### src/rtl/serial_rx.sv
// serial_rx: start/N data LSB-first/even parity/stop receiver with valid/ready output and sticky overrun
module serial_rx #(
  parameter int N            = 8,
  parameter int CLKS_PER_BIT = 4
) (
  input  logic         clk,
  input  logic         rst,
  input  logic         s_in,
  input  logic         out_ready,
  output logic [N-1:0] p_out,
  output logic         out_valid,
  output logic         parity_err,
  output logic         frame_err,
  output logic         overrun
);
  localparam int CW = $clog2(CLKS_PER_BIT);
  localparam int BW = (N > 1) ? $clog2(N) : 1;
  typedef enum logic [2:0] {IDLE, START, DATA, PARITY, STOP} state_t;
  state_t         state;
  logic [CW-1:0]  cnt;
  logic [BW-1:0]  bits;
  logic [N-1:0]   shreg;
  logic           perr;
  logic           armed;
  logic           half;
  logic           full;
  assign half = cnt == CW'(CLKS_PER_BIT / 2 - 1);
  assign full = cnt == CW'(CLKS_PER_BIT - 1);
  always_ff @(posedge clk) begin
    if (rst) begin
      state      <= IDLE;
      cnt        <= '0;
      bits       <= '0;
      shreg      <= '0;
      perr       <= 1'b0;
      armed      <= 1'b0;
      p_out      <= '0;
      out_valid  <= 1'b0;
      parity_err <= 1'b0;
      frame_err  <= 1'b0;
      overrun    <= 1'b0;
    end else begin
      armed <= armed | s_in;
      if (out_valid && out_ready) out_valid <= 1'b0;
      case (state)
        IDLE: if (armed && !s_in) begin
          state <= START;
          cnt   <= '0;
        end
        START: if (half) begin
          cnt   <= '0;
          bits  <= '0;
          state <= s_in ? IDLE : DATA;
        end else cnt <= cnt + 1'b1;
        DATA: if (full) begin
          cnt   <= '0;
          shreg <= {s_in, shreg[N-1:1]};
          bits  <= bits + 1'b1;
          if (bits == BW'(N - 1)) state <= PARITY;
        end else cnt <= cnt + 1'b1;
        PARITY: if (full) begin
          cnt   <= '0;
          perr  <= ^shreg ^ s_in;
          state <= STOP;
        end else cnt <= cnt + 1'b1;
        STOP: if (full) begin
          cnt   <= '0;
          state <= IDLE;
          if (out_valid && !out_ready) overrun <= 1'b1;
          else begin
            p_out      <= shreg;
            parity_err <= perr;
            frame_err  <= !s_in;
            out_valid  <= 1'b1;
          end
        end else cnt <= cnt + 1'b1;
        default: state <= IDLE;
      endcase
    end
  end
endmodule

### config.mk
export PLATFORM = sky130hd
export DESIGN_NAME = serial_rx
export DESIGN_NICKNAME = d
export VERILOG_FILES = /design/src/rtl/serial_rx.sv
export SDC_FILE = /design/constraint.sdc
export NUM_CORES = 1
export LEC_CHECK = 0
export CORE_MARGIN = 1
export CORE_UTILIZATION = 46
export CTS_CLUSTER_DIAMETER = 30
export CTS_CLUSTER_SIZE = 40
export DETAILED_ROUTE_END_ITERATION = 6
export PLACE_DENSITY = 0.77
export SETUP_SLACK_MARGIN = 0.1
export SLEW_MARGIN = 20
export SYNTH_ARGS = -nofsm -noshare
export SYNTH_HDL_FRONTEND = slang
export SYNTH_SLANG_ARGS = --single-unit
### constraint.sdc
create_clock -name clk -period 1.6 [get_ports clk]
set_input_delay 0.4 -clock clk [delete_from_list [all_inputs] [get_ports clk]]
set_output_delay 0.4 -clock clk [all_outputs]
set_load 0.005 [all_outputs]
== Word-level counts from Yosys, hierarchy flattened ==
Cells that the tools add are included.

* Output and inout port bits: 12
* Register bits: 30
* Word-level logic and storage cells: 65
* Input bits: 4

* Bitwise operators: 3
* $add $sub $neg: 2
* Reductions and logical operators: 17
* Mux-type cells: 19
* Equal/unequal tests: 13

{| class="wikitable"
|+ Operator list
! operator !! count
|-
| two-way mux 3 bit || 8
|-
| case mux 3 bit (5 select lines) || 1
|-
| != test 2 bit, second input constant || 6
|-
| AND reduction 3 bit || 3
|-
| two-way mux 2 bit || 4
|-
| parity 8 bit || 1
|-
| equality test 3 x 2 -> 1 bit, second input constant || 2
|-
| equality test 3 bit, second input constant || 2
|-
| case mux 2 bit (3 select lines) || 1
|-
| case mux 3 bit (2 select lines) || 1
|-
| AND reduction 2 bit || 3
|-
| AND reduction 6 bit || 1
|-
| two-way mux 1 bit || 4
|-
| adder 3 x 1 -> 3 bit, second input constant || 1
|-
| equality test 3 x 1 -> 1 bit, second input constant || 1
|-
| logical AND 1 bit || 3
|-
| zero test 3 bit || 1
|-
| nonzero test 3 bit || 1
|-
| OR reduction 3 bit || 1
|-
| adder 2 x 1 -> 2 bit, second input constant || 1
|-
| equality test 2 x 1 -> 1 bit, second input constant || 1
|-
| equality test 2 bit, second input constant || 1
|-
| zero test 1 bit || 2
|-
| nonzero test 2 bit || 1
|-
| other kinds (3) || 3
|}

== Depth between registers and ports, before layout ==
* Depth after elaboration: 5
* Depth in mapped cells: 6
* Depth with buffers taken out: 6

== Least setup slack after synthesis ==
No wires, ideal clock.

* Path kind: reg2reg
* Start point: reg cnt[0]
* End point: reg state[0]
* Path slack: 158 ps
* Data arrival time: 1314 ps
* Buffers on the path: 0
* Library setup time: 128 ps
* Clock period less this slack: 1442 ps
* Stages on the path, launching flop included: 6
* Required time: 1472 ps
* Cells stage by stage: dfxtp_1 ha_1 nor4b_2 a2111oi_4 mux2i_1 nor2_1

* Cells in the longest elaborated chain, start to end: 3
* Elaborated cells between the ends (all ways): 7
* Those cells by class: eq/ne (6); reduce/logical (1)

{| class="wikitable"
|+ Ends and longest elaborated chain
! what !! line !! source
|-
| start: declaration || 20 || <nowiki>logic [CW-1:0] cnt;</nowiki>
|-
| start signal: assignment || 54 || <nowiki>end else cnt <= cnt + 1'b1;</nowiki>
|-
| start signal: assignment || 60 || <nowiki>end else cnt <= cnt + 1'b1;</nowiki>
|-
| start signal: assignment || 65 || <nowiki>end else cnt <= cnt + 1'b1;</nowiki>
|-
| equality test 2 bit or equality test 2 x 1 -> 1 bit (tied branches) || 28, 27 ||
|-
| != test 2 bit (no source line) || -- ||
|-
| AND reduction 6 bit (no source line) (*) || -- ||
|-
| end signal: assignment || 53 || <nowiki>state <= s_in ? IDLE : DATA;</nowiki>
|-
| end: declaration || 19 || <nowiki>state_t state;</nowiki>
|}

Every way passes the cells marked *; elsewhere a longest branch is shown, timed or not.
A chain may end at the register's enable or synchronous reset.

== Final worst setup path ==
* Start point: reg bits[0]
* End point: reg state[0]

* Cells in the longest elaborated chain, start to end: 3

{| class="wikitable"
|+ Ends and longest elaborated chain
! what !! line !! source
|-
| start: declaration || 21 || <nowiki>logic [BW-1:0] bits;</nowiki>
|-
| start signal: assignment || 58 || <nowiki>bits <= bits + 1'b1;</nowiki>
|-
| equality test 3 bit || 59 || <nowiki>if (bits == BW'(N - 1)) state <= PARITY;</nowiki>
|-
| != test 2 bit (no source line) || -- ||
|-
| AND reduction 6 bit (no source line) || -- ||
|}

Every way passes these cells.

==> reports/metrics.cfg <==
[status]
outcome = finished clean

[grt]
antenna_found_initial = 0
grtUsageTotal_pct = 18.9
grt_pass1_vias = 1064
grt-ovfl-total = 0
grt_pass1_wl_mm = 4.81
grt_start_max_net_pins = 17

[synth]
syn_inst = 159
syn_area_um2 = 1480
synth_edf_count = 0
ys_seq_elements = 30
synth_area_per_cell_um2 = 9.32
async_flop_share_pct = 0
yosys_most_used_dff = dfxtp_1
yosysWarnings = 0
synthesis.nets = 169
synth_cell_types = 38
ys_seq_area_share_pct = 40.5

[clock_tree]
ctsHoldBuffers = 0
path_clk_slew_ns = 0.10
tritoncts = built
clock_sinks = 30
cts_root_buffer = clkbuf_4
cts_buffers = 5
cts_buffer_depth = 2
insertion_delay_ns = 0.34
cts_htree_levels = 2

[placement]
dp.cells = 222
hpwl_mm = 2.21
placement.io_buffers = 15
post-place-ws_ns = -0.138
place_area_um2 = 1740
gp_congestion = 0.831

[routing]
first_pass_iters = 4
route.detailed.wl_per_inst_um = 13.3
drt_iter0_drc = 64
drcViolationCount = 0
wl_mm = 3.14
dr_total_vias = 1213
ant_nets = 0
drt-vias-per-instance = 5.14

[layout]
final_common_cell = nand2_1
nets = 201
regArea_um2 = 628
syn_to_final_growth_pct = 35.9
postLayoutCellArea_um2 = 2010
n_antenna_cell = 0
drive_gt1_share_pct = 33.3
final_cells = 236
layout_common_cells = nand2_1, nor2_1, buf_4
n_fill_cell = 270
multiInputGateArea_um2 = 895

[die]
die-area_um2 = 3450
core_area_um2 = 3050
num_rows = 20
chipWidth_um = 58.8
initial_core_util_pct = 48.5
die_h_um = 58.8
ioPinCount = 16

[worst_setup_path]
start_kind = register
path_class = register to register
cp.required_ns = 1.84
arrival_ns = 1.69
crit_path_max_fanout = 2
crit_path_end_kind = register

[sta]
slew_violations = 0
fin_skew_ns = 0.00804
period_needed_ns = 1.45
timing.fmax_ghz = 0.690
tightest_slew_ns = 0.345
hold_viol = 0
grt_setup_unrepaired = true
max_slew_margin_pct = 77.0
finalCritPeriodShare_pct = 90.6
worst_slack_ns = 0.151
setup_viol = 0
setup_tns_ns = 0

[job]
maxCapViolCount = 0

[pwr]
vdd_ir_drop_max_mv = 0.501
p_per_area_nw_per_um2 = 861
p_leak_nw = 0.887

[hold_path]
holdCritPathClass = register to register

[worst max-delay path: stages (launching register included)]
cell       delay [ns]
dfxtp_2          0.37
ha_4             0.14
ha_4             0.12
nor4b_4          0.04
a2111oi_4        0.40
mux2i_1          0.22
nor2_1           0.05
[registers in the layout, summed over array words and instances, names as in the netlist]
name / cells
armed: 1
bits: 3
cnt: 2
frame_err: 1
out_valid: 1
overrun: 1
p_out: 8
parity_err: 1
perr: 1
shreg: 8
state: 3
[stage by stage]
stage / hold WS, ns / utilization [%] / total power [mW]
floorplan: 0.427 / - / 0.872
global placement: 0.441 / 56.9 / 0.907
detailed placement: 0.454 / 56.9 / 0.911
CTS: 0.472 / 61.7 / 1.72
global route: 0.510 / 65.9 / 1.80
finish: 0.470 / 65.9 / 1.73
[what timing repair did]
action	CTS	global route
gates cloned	0	0
buffers inserted	2	4
resized for setup	29	21
pin swaps	0	4
endpoints found under the setup margin	26	15
[power by group]
part,switching [mW],internal [mW]
Combinational,0.0672,0.0754
Sequential,0.0269,0.758
Clock,0.278,0.529
Total,0.372,1.36
[path summary, 6_finish.rpt]
| check | from | to | slack, ns | cells past startpoint |
|---|---|---|---|---|
| worst max register to register | bits[0] | state[0] | 0.15 | 6 |
| worst min-delay path | armed | armed | 0.47 | 2 |
| worst max-delay path | bits[0] | state[0] | 0.15 | 6 |
| worst min register to register | armed | armed | 0.47 | 2 |
[logic make-up after synthesis]
kind of cell | count (synthesis) | synth area share [%]
buffers and inverters | 16 | 5.74
and+or+nand+nor | 64 | 23.9
DFF | 30 | 40.5
xor gates and xnor gates | 6 | 4.48
AOI/OAI and AO/OA | 25 | 12.1
muxes | 12 | 8.19
adders and majority gates | 6 | 5.07
[cell usage after synthesis (2+ instances only)]
cell	number	area, um2
a21oi_1	15	75.1
a41oi_1	2	17.5
buf_2	2	10.0
buf_4	2	15.0
buf_6	2	22.5
clkbuf_1	3	11.3
dfxtp_1	30	601
ha_1	6	75.1
inv_1	7	26.3
mux2i_1	11	110
nand2_1	21	78.8
nand2b_1	3	18.8
nand3_2	2	20.0
nand3b_1	3	22.5
nand4_1	2	12.5
nor2_1	20	75.1
nor2b_1	2	12.5
nor4b_2	3	45.0
xnor2_1	3	26.3
xor2_1	2	17.5
[layout make-up]
| type | instances | area share (%) |
|---|---|---|
| multi-input combinational | 113 | 44.4 |
| sequential | 30 | 31.2 |
| timing repair buffer | 34 | 14.8 |
| clock inverter | 2 | 2.98 |
| tap | 44 | 2.73 |
| clock buffer | 6 | 2.55 |
| inverter | 7 | 1.31 |
[metal layers]
metal	vias up	global-route usage [%]	wire length (um)
li1	609	-	-
met1	571	22.1	1400
met2	26	31.7	1560
met3	7	6.81	119
met4	0	7.14	67
met5	-	0	0
Power figures use the tool's default switching activity.
